--- config.mk ---
export PLATFORM = sky130hd
export DESIGN_NAME = shift_engine_flat
export DESIGN_NICKNAME = d
export VERILOG_FILES = /design/src/rtl/shift_pkg.sv /design/src/rtl/shift_engine_if.sv /design/src/rtl/shift_bit_counter.sv /design/src/rtl/shift_engine.sv /design/src/flat_wrapper.sv
export SDC_FILE = /design/constraint.sdc
export NUM_CORES = 1
export LEC_CHECK = 0
export ABC_AREA = 1
export BUFFER_PORTS_ARGS = -buffer_cell sky130_fd_sc_hd__buf_2
export CORE_MARGIN = 10
export CORE_UTILIZATION = 25
export CTS_BUF_LIST = sky130_fd_sc_hd__clkbuf_8
export CTS_CLUSTER_DIAMETER = 40
export DETAILED_ROUTE_END_ITERATION = 8
export PLACE_DENSITY_LB_ADDON = 0.3
export RECOVER_POWER = 50
export REMOVE_ABC_BUFFERS = 1
export SYNTH_ARGS = -nofsm -noshare
export SYNTH_HDL_FRONTEND = slang
export SYNTH_HIERARCHICAL = 1
export SYNTH_SLANG_ARGS = --single-unit
export TNS_END_PERCENT = 100
--- constraint.sdc ---
create_clock -name clk -period 3.5 [get_ports clk]
set_input_delay 0.35 -clock clk [delete_from_list [all_inputs] [get_ports clk]]
set_output_delay 0.35 -clock clk [all_outputs]
set_load 0.02 [all_outputs]
--- src/rtl/shift_pkg.sv ---
// rtl/shift_pkg.sv - shared state encoding and bit-order constants for the shift engine
package shift_pkg;

  typedef enum logic {
    IDLE   = 1'b0,
    ACTIVE = 1'b1
  } shift_state_e;

  localparam logic MSB_FIRST = 1'b0;
  localparam logic LSB_FIRST = 1'b1;

endpackage

--- src/rtl/shift_engine_if.sv ---
// rtl/shift_engine_if.sv - load/strobe/serial bundle between a shift engine and its controller
interface shift_engine_if #(
  parameter int WIDTH = 8
);

  logic             loadValid;
  logic             loadReady;
  logic [WIDTH-1:0] parallelDataIn;
  logic             lsbFirst;
  logic             sampleEdge;
  logic             shiftEdge;
  logic             serialDataIn;
  logic             serialDataOut;
  logic [WIDTH-1:0] parallelDataOut;
  logic             busy;
  logic             done;

  modport master (
    output loadValid, parallelDataIn, lsbFirst, sampleEdge, shiftEdge, serialDataIn,
    input  loadReady, serialDataOut, parallelDataOut, busy, done
  );

  modport slave (
    input  loadValid, parallelDataIn, lsbFirst, sampleEdge, shiftEdge, serialDataIn,
    output loadReady, serialDataOut, parallelDataOut, busy, done
  );

endinterface

--- src/rtl/shift_bit_counter.sv ---
// rtl/shift_bit_counter.sv - saturating bit counter flagging the shift that completes a word
module shift_bit_counter #(
  parameter int WIDTH = 8
) (
  input  logic clk,
  input  logic reset,
  input  logic clear,
  input  logic inc,
  output logic terminal
);

  localparam int CW = $clog2(WIDTH + 1);

  logic [CW-1:0] count_q, count_d;

  always_comb begin
    count_d = count_q;
    if (clear) begin
      count_d = '0;
    end else if (inc && (count_q != CW'(WIDTH))) begin
      count_d = count_q + CW'(1);
    end
  end

  // Terminal is combinational so the engine can act on the completing shift itself.
  assign terminal = inc && !clear && (count_q == CW'(WIDTH - 1));

  always_ff @(posedge clk or posedge reset) begin
    if (reset) begin
      count_q <= '0;
    end else begin
      count_q <= count_d;
    end
  end

endmodule

--- src/rtl/shift_engine.sv ---
// rtl/shift_engine.sv - strobe-driven full-duplex shift register with selectable bit order
module shift_engine
  import shift_pkg::*;
#(
  parameter int WIDTH = 8
) (
  input logic           clk,
  input logic           reset,
  shift_engine_if.slave bus
);

  shift_state_e     state_q, state_d;
  logic [WIDTH-1:0] shreg_q, shreg_d;
  logic [WIDTH-1:0] pdo_q, pdo_d;
  logic [WIDTH-1:0] shifted;
  logic             sample_q, sample_d;
  logic             mode_q, mode_d;
  logic             done_q, done_d;
  logic             load;
  logic             shift;
  logic             in_bit;
  logic             terminal;

  assign load  = (state_q == IDLE) && bus.loadValid;
  assign shift = (state_q == ACTIVE) && bus.shiftEdge;

  // A coincident sample strobe feeds the live input straight into the vacated end.
  assign in_bit  = bus.sampleEdge ? bus.serialDataIn : sample_q;
  assign shifted = (mode_q == LSB_FIRST) ? {in_bit, shreg_q[WIDTH-1:1]}
                                         : {shreg_q[WIDTH-2:0], in_bit};

  shift_bit_counter #(
    .WIDTH(WIDTH)
  ) u_bit_counter (
    .clk      (clk),
    .reset    (reset),
    .clear    (load),
    .inc      (shift),
    .terminal (terminal)
  );

  always_ff @(posedge clk or posedge reset) begin
    if (reset) begin
      state_q <= IDLE;
    end else begin
      state_q <= state_d;
    end
  end

  always_comb begin
    state_d = state_q;
    case (state_q)
      IDLE:    if (bus.loadValid) state_d = ACTIVE;
      ACTIVE:  if (terminal) state_d = IDLE;
      default: state_d = IDLE;
    endcase
  end

  always_comb begin
    bus.loadReady = (state_q == IDLE);
    bus.busy      = (state_q == ACTIVE);
  end

  always_comb begin
    shreg_d  = shreg_q;
    sample_d = sample_q;
    mode_d   = mode_q;
    pdo_d    = pdo_q;
    done_d   = terminal;
    if (load) begin
      shreg_d = bus.parallelDataIn;
      mode_d  = bus.lsbFirst;
    end
    if ((state_q == ACTIVE) && bus.sampleEdge) begin
      sample_d = bus.serialDataIn;
    end
    if (shift) begin
      shreg_d = shifted;
    end
    if (terminal) begin
      pdo_d = shifted;
    end
  end

  always_ff @(posedge clk or posedge reset) begin
    if (reset) begin
      shreg_q  <= '0;
      sample_q <= 1'b0;
      mode_q   <= MSB_FIRST;
      pdo_q    <= '0;
      done_q   <= 1'b0;
    end else begin
      shreg_q  <= shreg_d;
      sample_q <= sample_d;
      mode_q   <= mode_d;
      pdo_q    <= pdo_d;
      done_q   <= done_d;
    end
  end

  assign bus.serialDataOut   = (mode_q == LSB_FIRST) ? shreg_q[0] : shreg_q[WIDTH-1];
  assign bus.parallelDataOut = pdo_q;
  assign bus.done            = done_q;

endmodule

--- src/flat_wrapper.sv ---
// flat-port wrapper written by rule: the top's interface ports become plain ports
module shift_engine_flat import shift_pkg::*;
#(
  parameter int WIDTH = 8
)
  (clk, reset, bus_loadValid, bus_parallelDataIn, bus_lsbFirst, bus_sampleEdge, bus_shiftEdge, bus_serialDataIn, bus_loadReady, bus_serialDataOut, bus_parallelDataOut, bus_busy, bus_done);
  shift_engine_if #(.WIDTH(WIDTH)) bus_i ();
  input logic clk;
  input logic reset;
  input wire logic [$bits(bus_i.loadValid)-1:0] bus_loadValid;
  input wire logic [$bits(bus_i.parallelDataIn)-1:0] bus_parallelDataIn;
  input wire logic [$bits(bus_i.lsbFirst)-1:0] bus_lsbFirst;
  input wire logic [$bits(bus_i.sampleEdge)-1:0] bus_sampleEdge;
  input wire logic [$bits(bus_i.shiftEdge)-1:0] bus_shiftEdge;
  input wire logic [$bits(bus_i.serialDataIn)-1:0] bus_serialDataIn;
  output wire logic [$bits(bus_i.loadReady)-1:0] bus_loadReady;
  output wire logic [$bits(bus_i.serialDataOut)-1:0] bus_serialDataOut;
  output wire logic [$bits(bus_i.parallelDataOut)-1:0] bus_parallelDataOut;
  output wire logic [$bits(bus_i.busy)-1:0] bus_busy;
  output wire logic [$bits(bus_i.done)-1:0] bus_done;
  assign bus_i.loadValid = bus_loadValid;
  assign bus_i.parallelDataIn = bus_parallelDataIn;
  assign bus_i.lsbFirst = bus_lsbFirst;
  assign bus_i.sampleEdge = bus_sampleEdge;
  assign bus_i.shiftEdge = bus_shiftEdge;
  assign bus_i.serialDataIn = bus_serialDataIn;
  assign bus_loadReady = bus_i.loadReady;
  assign bus_serialDataOut = bus_i.serialDataOut;
  assign bus_parallelDataOut = bus_i.parallelDataOut;
  assign bus_busy = bus_i.busy;
  assign bus_done = bus_i.done;
  shift_engine #(.WIDTH(WIDTH)) u_core (.clk(clk), .reset(reset), .bus(bus_i));
endmodule
# == Word level (Yosys, flattened, before mapping) ==
# Index checks and enable logic that the tools add are counted.
# word_totals
out_inout_bits,12
input_bits,15
reg_bits,24
word_cells,30
# classes
n_bitwise,1
eq_ne,2
n_addsub,1
reduce_logical,9
n_mux,10
# ops
op,n
8-bit 2-to-1 mux,3
4-bit 2-to-1 mux,2
1-bit logical AND,6
"4-bit by 1-bit adder with 4-bit output, second input constant",1
"4-bit by 3-bit == test with 1-bit output, second input constant",1
1-bit 2-to-1 mux,4
"4-bit inequality test, second input constant",1
2-bit nonzero test,2
1-bit case mux with 2 select lines,1
1-bit logical NOT,1
1-bit NOT,1

# == Logic depth before layout (Yosys ltp) ==
# Gate-level depths: netlist (run 1).
# depth
word_depth,7
ltp_mapped,8
depth_no_buf,8

# == Hierarchy ==
# The synthesis (run 1) kept the hierarchy.
# by_module_without_submodules
mod,n_inst,area_each_um2,cells_per_inst,seq_area_each_um2
shift_engine,1,965.9,122,500.5
shift_bit_counter,1,264.0,37,100.1

# == Least setup slack after synthesis (run 1) ==
# No wires, ideal clock.
# synth_timing
kind,register -> register
from,"reg u_core.state_q, in the netlist u_core/bus.busy"
to,"reg u_core.pdo_q[1], in the netlist u_core/bus.parallelDataOut[1]"
t_arrival_ns,1.726
path_buffers,1
path_stages_with_launch,8
setup_slack_ns,1.692
synth_period_minus_slack_ns,1.808
path_cell_list,dfrtp_1 -> nand2_4 -> clkinv_4 -> nand3_1 -> nor3_1 -> buf_2 -> nor2_1 -> a31oi_1
# synth_lines
item,line,text
"start, declared",shift_engine.sv:12,"shift_state_e state_q, state_d;"
"start signal, assigned",shift_engine.sv:46,state_q <= state_d;
1-bit logical AND,shift_engine.sv:25,assign shift = (state_q == ACTIVE) && bus.shiftEdge;
via u_core.shift,shift_engine.sv:20,logic shift;
1-bit logical AND (2 in a row),shift_bit_counter.sv:26,assign terminal = inc && !clear && (count_q == CW'(WIDTH - 1));
via u_core.done_d,shift_engine.sv:18,"logic done_q, done_d;"
"end signal, assigned",shift_engine.sv:96,pdo_q <= pdo_d;
"end, declared",shift_engine.sv:14,"logic [WIDTH-1:0] pdo_q, pdo_d;"
# The timed path passes the listed nets, and every way through them passes these cells.
# A chain may end at the register's enable or synchronous reset.

# == Worst setup path in the final report (run 1) ==
# layout_timing
from,"reg u_core.state_q, in the netlist u_core/bus.busy"
to,"reg u_core.pdo_q[2], in the netlist u_core/bus.parallelDataOut[2]"
# layout_via
elab_chain_cells,5
# layout_lines
item,line,text
1-bit NOT,shift_engine.sv:24,assign load = (state_q == IDLE) && bus.loadValid;
1-bit logical AND,shift_engine.sv:24,
via u_core.load,shift_engine.sv:19,logic load;
1-bit logical NOT,shift_bit_counter.sv:26,
1-bit logical AND (2 in a row),shift_bit_counter.sv:26,
via u_core.done_d,shift_engine.sv:18,
# The timed path passes the listed nets, and every way through them passes these cells.

==> summary.md, run 1 <==
| Metric | Value |
|---|---|
| Reg power frac | 0.425 |
| Layout cells sized above 1 | 0.153 |
| Yosys top cell by area | dfrtp_1 |
| Ranking of synthesized cells by area | dfrtp_1, nand2_1, nand3_1 |
| Run status | finished clean |
| 1st-iter DRT viols | 86 |
| Post-CTS setup buffers | 0 |
| Comb power frac | 0.415 |
| Post-Synthesis Cell Area | around 1200 um2 |
| Final setup viols | 0 |
| Switching share of power | 0.436 |
| Peak supply drop | 400 uV |
| Area growth from synthesis to layout | 20.5% |
| Final Max Slew Viols | 0 |
| Total track usage | 0.0782 |
| Worst slew pin tran | approximately 800 ps |
| Top fanout value on the critical path | 16 |
| Overall power | approximately 1200 uW |
| Clk sink count | 24 |
| Post-DP HPWL | about 2300 um |
| Slew headroom | 0.481 |
| N_diodes | 0 |
| Syn. warnings | 6 |
| First-pass GRT wire length | ~5300 um |
| CTS tree | built |
| Clock skew | between 4 and 5 ps |
| Vias in the first global route | approximately 1100 |
| Hold_sp | bus_lsbFirst |
| Clock latency on the worst-skew pair | about 260 ps |
| Critical Path Source | u_core/bus.busy |
| Setup TNS | 0 ps |
| RR Startpoint | u_core/bus.busy |
| Post-synth top area share | 0.488 |
| Final Hold Vio Count | 0 |
| Routed wire per std cell | ~12 um |
| H-Tree Depth | 1 |
| CP required | between 3000 and 4000 ps |
| # port buffers | 26 |
| Num CTS Buffers | 3 |
| Row count | 25 |
| Remaining DRCs | 0 |
| Final #Nets | about 210 |
| Cell Pwr Density | 787 nW/um2 |
| Largest net degree at the start of global routing | 21 |
| Tmin final | slightly below 2000 ps |
| Crit Path Category | flop to flop |
| I/O pin cnt | 27 |
| Seq/Total Area, Yosys | 0.488 |
| Core footprint | 4750 um2 |
| Clk pin slew, worst setup/hold paths | about 80 ps |
| Leakage | ~0.00077 uW |
| Post-CTS sizing | 0 |
| Worst hold path type | input pin to flop |
| Synth cell types | 21 |
| FMAX | about 510 MHz |
| Sw Pwr | a little over 500 uW |
| Initial antenna violation count | 0 |
| Most used cell, CP | nor2_1 |
| Max Cap Viol | 0 |
| Hold buffers post-CTS | 1 |
| WL final | 3040 um |
| Die ar. | roughly 8000 um2 |
| Vias per inst | roughly 4.3 |
| Clock group share of total power | 0.160 |
| CP Buf/Inv Count | 2 |
| RSZ-0062 raised after global routing | no |
| Fin crit share | 0.561 |
| Routed vias | around 1100 |
| Yosys reg bits | 24 |
| Worst path slowest cell | nor2_1 |
| Worst path cell trace | nor2_1 > inv_1 > nand3_1 > nor3_1 > buf_4 > nor2_1 > a31oi_1 |
| Die W | 90.1 um |
| Gate Count Post-Synth | 159 |
| Filler-free cell count of the finished design | approximately 260 |
| Max Buffers Root-to-Sink | 2 |
| Initial Util | 0.259 |
| Final core utilization | 0.312 |
| Routed Antenna Nets | 0 |
| Crit path arrival time | between 2000 and 2500 ps |
| Cell family with most CP delay | simple AND/OR/NAND/NOR gates |
| Clock Root Buffer | clkbuf_8 |
| Placed cells | around 250 |
| CP startpoint kind | flop |
| CP peak stage delay | approximately 580 ps |
| Die H | approximately 90 um |
| RePlAce Congestion | between 0.8 and 0.9 |
| Cell-internal power | between 600 and 700 uW |
| CP endpoint kind | flop |
| Total grt overflow | 0 |
| DRT Pass-1 Iters | 4 |
| Syn Area/Cell | about 7.7 um2 |
power groups by stage:
stage	sequential (uW)	clock [uW]	combinational (uW)
floorplan	533	0	311
global route	515	206	567
finish	496	187	484
global placement	506	0	507
CTS	498	195	506
detailed placement	504	0	503
flip-flops by register name (all words and copies together) (netlist names):
register                      cells
u_core/bus.parallelDataOut        8
u_core/bus.done                   1
u_core/bus.busy                   1
u_core/mode_q                     1
u_core/u_bit_counter/count_q      4
u_core/sample_q                   1
u_core/shreg_q                    8
cell usage in the layout (no fill, tap or decap):
cell / count
nand2_1: 58
dfrtp_1: 24
nand3_1: 23
buf_2: 15
inv_1: 14
clkbuf_1: 11
nor2_1: 10
a31oi_1: 5
clkbuf_8: 4
o21ai_0: 4
o21ai_1: 3
inv_2: 3
or2_1: 2
nand2_4: 2
nand4_1: 2
ha_1: 2
dlygate4sd3_1: 1
clkinv_4: 1
buf_4: 1
nand3_2: 1
nand2_2: 1
nor2_2: 1
nor3_1: 1
worst register-to-register path: cells and delay by family (launching register included):
family	cells	cell delay, ps
AOI/OAI and AO/OA	1	40
buffers and inverters	2	480
DFF	1	450
and+or+nand+nor	4	880
Yosys cell counts:
| cell type | count |
|---|---|
| nand2_1 | 58 |
| buf_4 | 1 |
| inv_1 | 12 |
| nor2_2 | 1 |
| nand4_1 | 2 |
| nand2_4 | 2 |
| nand3_2 | 1 |
| or2_1 | 2 |
| nand2_2 | 1 |
| a31oi_1 | 5 |
| buf_2 | 1 |
| nand3_1 | 23 |
| ha_1 | 2 |
| inv_2 | 5 |
| o21ai_0 | 4 |
| nor2_4 | 1 |
| nor3_1 | 1 |
| o21ai_1 | 3 |
| clkinv_4 | 1 |
| dfrtp_1 | 24 |
| nor2_1 | 9 |
path summary, 6_finish.rpt:
| kind | endpoint | slack [ps] | depth (start not counted) |
|---|---|---|---|
| worst max-delay path | u_core/bus.parallelDataOut[2] | 1540 | 7 |
| worst min-delay path | u_core/mode_q | 310 | 3 |
| worst max register to register | u_core/bus.parallelDataOut[2] | 1540 | 7 |
| worst min register to register | u_core/sample_q | 490 | 2 |
| max in group asynchronous | u_core/bus.parallelDataOut[3] | 2250 | 3 |
| min in group asynchronous | u_core/u_bit_counter/count_q[1] | 480 | 3 |
area by class of cell:
class                           instances  area, um2
Clock buffer                            4       55.1
Fill cell                             542       3270
Inverter                               18       72.6
Multi-Input combinational cell        115        537
Sequential cell                        24        601
Tap cell                               67       83.8
Timing Repair Buffer                   28        134
metal layers:
metal | global-route usage | wire, um
met2 | 0.114 | 1240
met3 | 0.0216 | 135
met4 | 0.0239 | 35
met5 | 0 | 0
met1 | 0.108 | 1630
logic make-up (layout without fill, tap and decap cells):
family                   Yosys count  after routing  share of synthesized area
AO/OA/AOI/OAI                     12             12                     0.0539
adder cells (fa/ha/maj)            2              2                     0.0203
buffers and inverters             20             50                     0.0692
flip-flops                        24             24                      0.488
AND/OR/NAND/NOR                  101            101                      0.368
per-stage QoR:
step | hold WS, ps | setup WS, ps | instance area (um2)
floorplan | 116 | 1370 | 1220
global placement | 245 | 2020 | 1440
detailed placement | 244 | 1970 | 1440
CTS | 310 | 1930 | 1500
global route | 320 | 1230 | 1480
finish | 312 | 1540 | 1480
Power figures use the tool's default switching activity.
==> inputs of run 2 (changes only) <==
Clock period 3.5 ns to 1.9 ns, I/O delays scaled along.
==> summary.md, run 2 (synthesis results as in run 1) <==
| Metric | Value |
|---|---|
| FMAX | 648 MHz |
| CTS tree | built |
| Routed vias | about 1100 |
| Row count | 25 |
| Worst slew pin tran | between 1000 and 1500 ps |
| Peak supply drop | between 400 and 500 uV |
| First-pass GRT wire length | between 5000 and 6000 um |
| WL final | around 3100 um |
| Area growth from synthesis to layout | 22.6% |
| Comb power frac | 0.416 |
| Fin area | 1510 um2 |
| Worst path cell trace | nand2_4 > clkinv_4 > nand3_1 > nor3_1 > buf_4 > inv_1 > nand2_1 > nand2_1 |
| Remaining DRCs | 0 |
| Worst path slowest cell | dfrtp_1 |
| DRT Pass-1 Iters | 4 |
| Die W | roughly 90 um |
| Run status | finished clean |
| Met3 routed WL | 233 um |
| Vias per inst | between 4 and 5 |
| Routed wire per std cell | around 12 um |
| Final #Nets | between 200 and 250 |
| Initial Util | 0.259 |
| # port buffers | 26 |
| Met2 WL | around 1300 um |
| Tmin final | between 1500 and 2000 ps |
| Clock latency on the worst-skew pair | 270 ps |
| Post-DP HPWL | 2400 um |
| RePlAce Congestion | 0.777 |
| Most common cell after layout, fill and taps aside | nand2_1 |
| RSZ-0062 raised after global routing | no |
| Final Hold Vio Count | 0 |
| Clock group share of total power | 0.161 |
| Vias in the first global route | ~1100 |
| Total track usage | 0.0805 |
| Clock skew | 1.35 ps |
| CP Buf/Inv Count | 3 |
| Max Buffers Root-to-Sink | 2 |
| Die H | around 90 um |
| 1st-iter DRT viols | 45 |
| Crit Path Category | flop to flop |
| Num CTS Buffers | 3 |
| Setup slack after layout | roughly 360 ps |
| Cell family with most CP delay | simple AND/OR/NAND/NOR gates |
| Final Max Slew Viols | 0 |
| Most frequent cells in the layout | nand2_1, dfrtp_1, nand3_1, buf_2, inv_1 |
| Cell-internal power | approximately 1200 uW |
| Total grt overflow | 0 |
| N_diodes | 0 |
| Initial antenna violation count | 0 |
| Clk sink count | 24 |
| Core footprint | ~4800 um2 |
| Most used cell, CP | nand2_1 |
| Hold depth | 3 |
| Final setup viols | 0 |
| Reg power frac | 0.423 |
| I/O pin cnt | 27 |
| Largest net degree at the start of global routing | 21 |
| Max Cap Viol | 0 |
| WL met1 | 1500 um |
| Leakage | between 0.0007 and 0.0008 uW |
| Max Used Layer | met4 |
| CP startpoint kind | flop |
| Routed Antenna Nets | 0 |
| Sw Pwr | 950 uW |
| H-Tree Depth | 1 |
| Crit path depth | 8 |
| Slew headroom | 0.257 |
| Placed cell areas | roughly 1500 um2 |
| Overall power | 2180 uW |
| Die ar. | a little over 8000 um2 |
| CP endpoint kind | flop |
| Clock Root Buffer | clkbuf_8 |
| Dpl ws | ~350 ps |
| Post-CTS sizing | 0 |
| Fin crit share | 0.812 |
| Switching share of power | 0.436 |
| Hold slack | between 100 and 150 ps |
| Layout cells sized above 1 | 0.194 |
| Crit path arrival time | between 1500 and 2000 ps |
| Cell Pwr Density | 1450 nW/um2 |
| R2R depth | 8 |
| CP required | between 2000 and 2500 ps |
| CP peak stage delay | about 490 ps |
| Clk pin slew, worst setup/hold paths | 90 ps |
| Worst hold path type | input pin to flop |
| Top fanout value on the critical path | 14 |
-- run 2: cell types whose count changed in the layout (fill, tap and decap cells not counted), sizes merged --
cell / before / now
clkbuf: 15 / 11
buf: 16 / 22
-- run 2: what timing repair did --
action                                 4_1_cts  5_1_grt
hold buffers                                 1        0
setup buffers                                0        0
setup endpoints to repair                    0        0
endpoints found under the hold margin       24        0
-- run 2: worst paths after layout --
path,slack [ps],from,endpoint
hold / removal,140,bus_parallelDataIn[5],u_core/shreg_q[5]
setup / recovery,360,u_core/bus.busy,u_core/bus.parallelDataOut[0]
min in group asynchronous,340,reset,u_core/u_bit_counter/count_q[1]
setup reg to reg,360,u_core/bus.busy,u_core/bus.parallelDataOut[0]
hold reg to reg,490,u_core/bus.parallelDataOut[0],u_core/bus.parallelDataOut[0]
max in group asynchronous,430,reset,u_core/bus.parallelDataOut[2]
-- run 2: power by group through the flow --
stage	sequential (uW)	clock, uW	combinational [uW]
detailed placement	933	0	932
CTS	923	364	937
finish	921	351	907
global placement	933	0	934
global route	960	387	1060
floorplan	981	0	572
-- run 2: tightest hold or removal path: stages --
cell	delay [ps]
buf_2	80
nand2_1	40
nand3_1	70
-- run 2: per-stage QoR --
step,utilization,cells,TNS (ps)
2_1_floorplan,-,157,-1660
3_3_place_gp,0.306,253,0
3_5_place_dp,0.306,253,0
4_1_cts,0.319,258,0
5_1_grt,0.317,258,0
6_report,0.317,258,0
-- run 2: area by class of cell --
type | count | area (um2)
Fill cell | 539 | 3250
Timing Repair Buffer | 30 | 151
Clock buffer | 4 | 55.1
Tap cell | 67 | 83.8
Multi-Input combinational cell | 115 | 544
Sequential cell | 24 | 601
Inverter | 18 | 72.6
-- run 2: layer usage --
layer	vias to the layer above	global-route usage
li1	571	-
met1	498	0.104
met2	25	0.119
met3	2	0.0308
met4	0	0.0279
met5	-	0
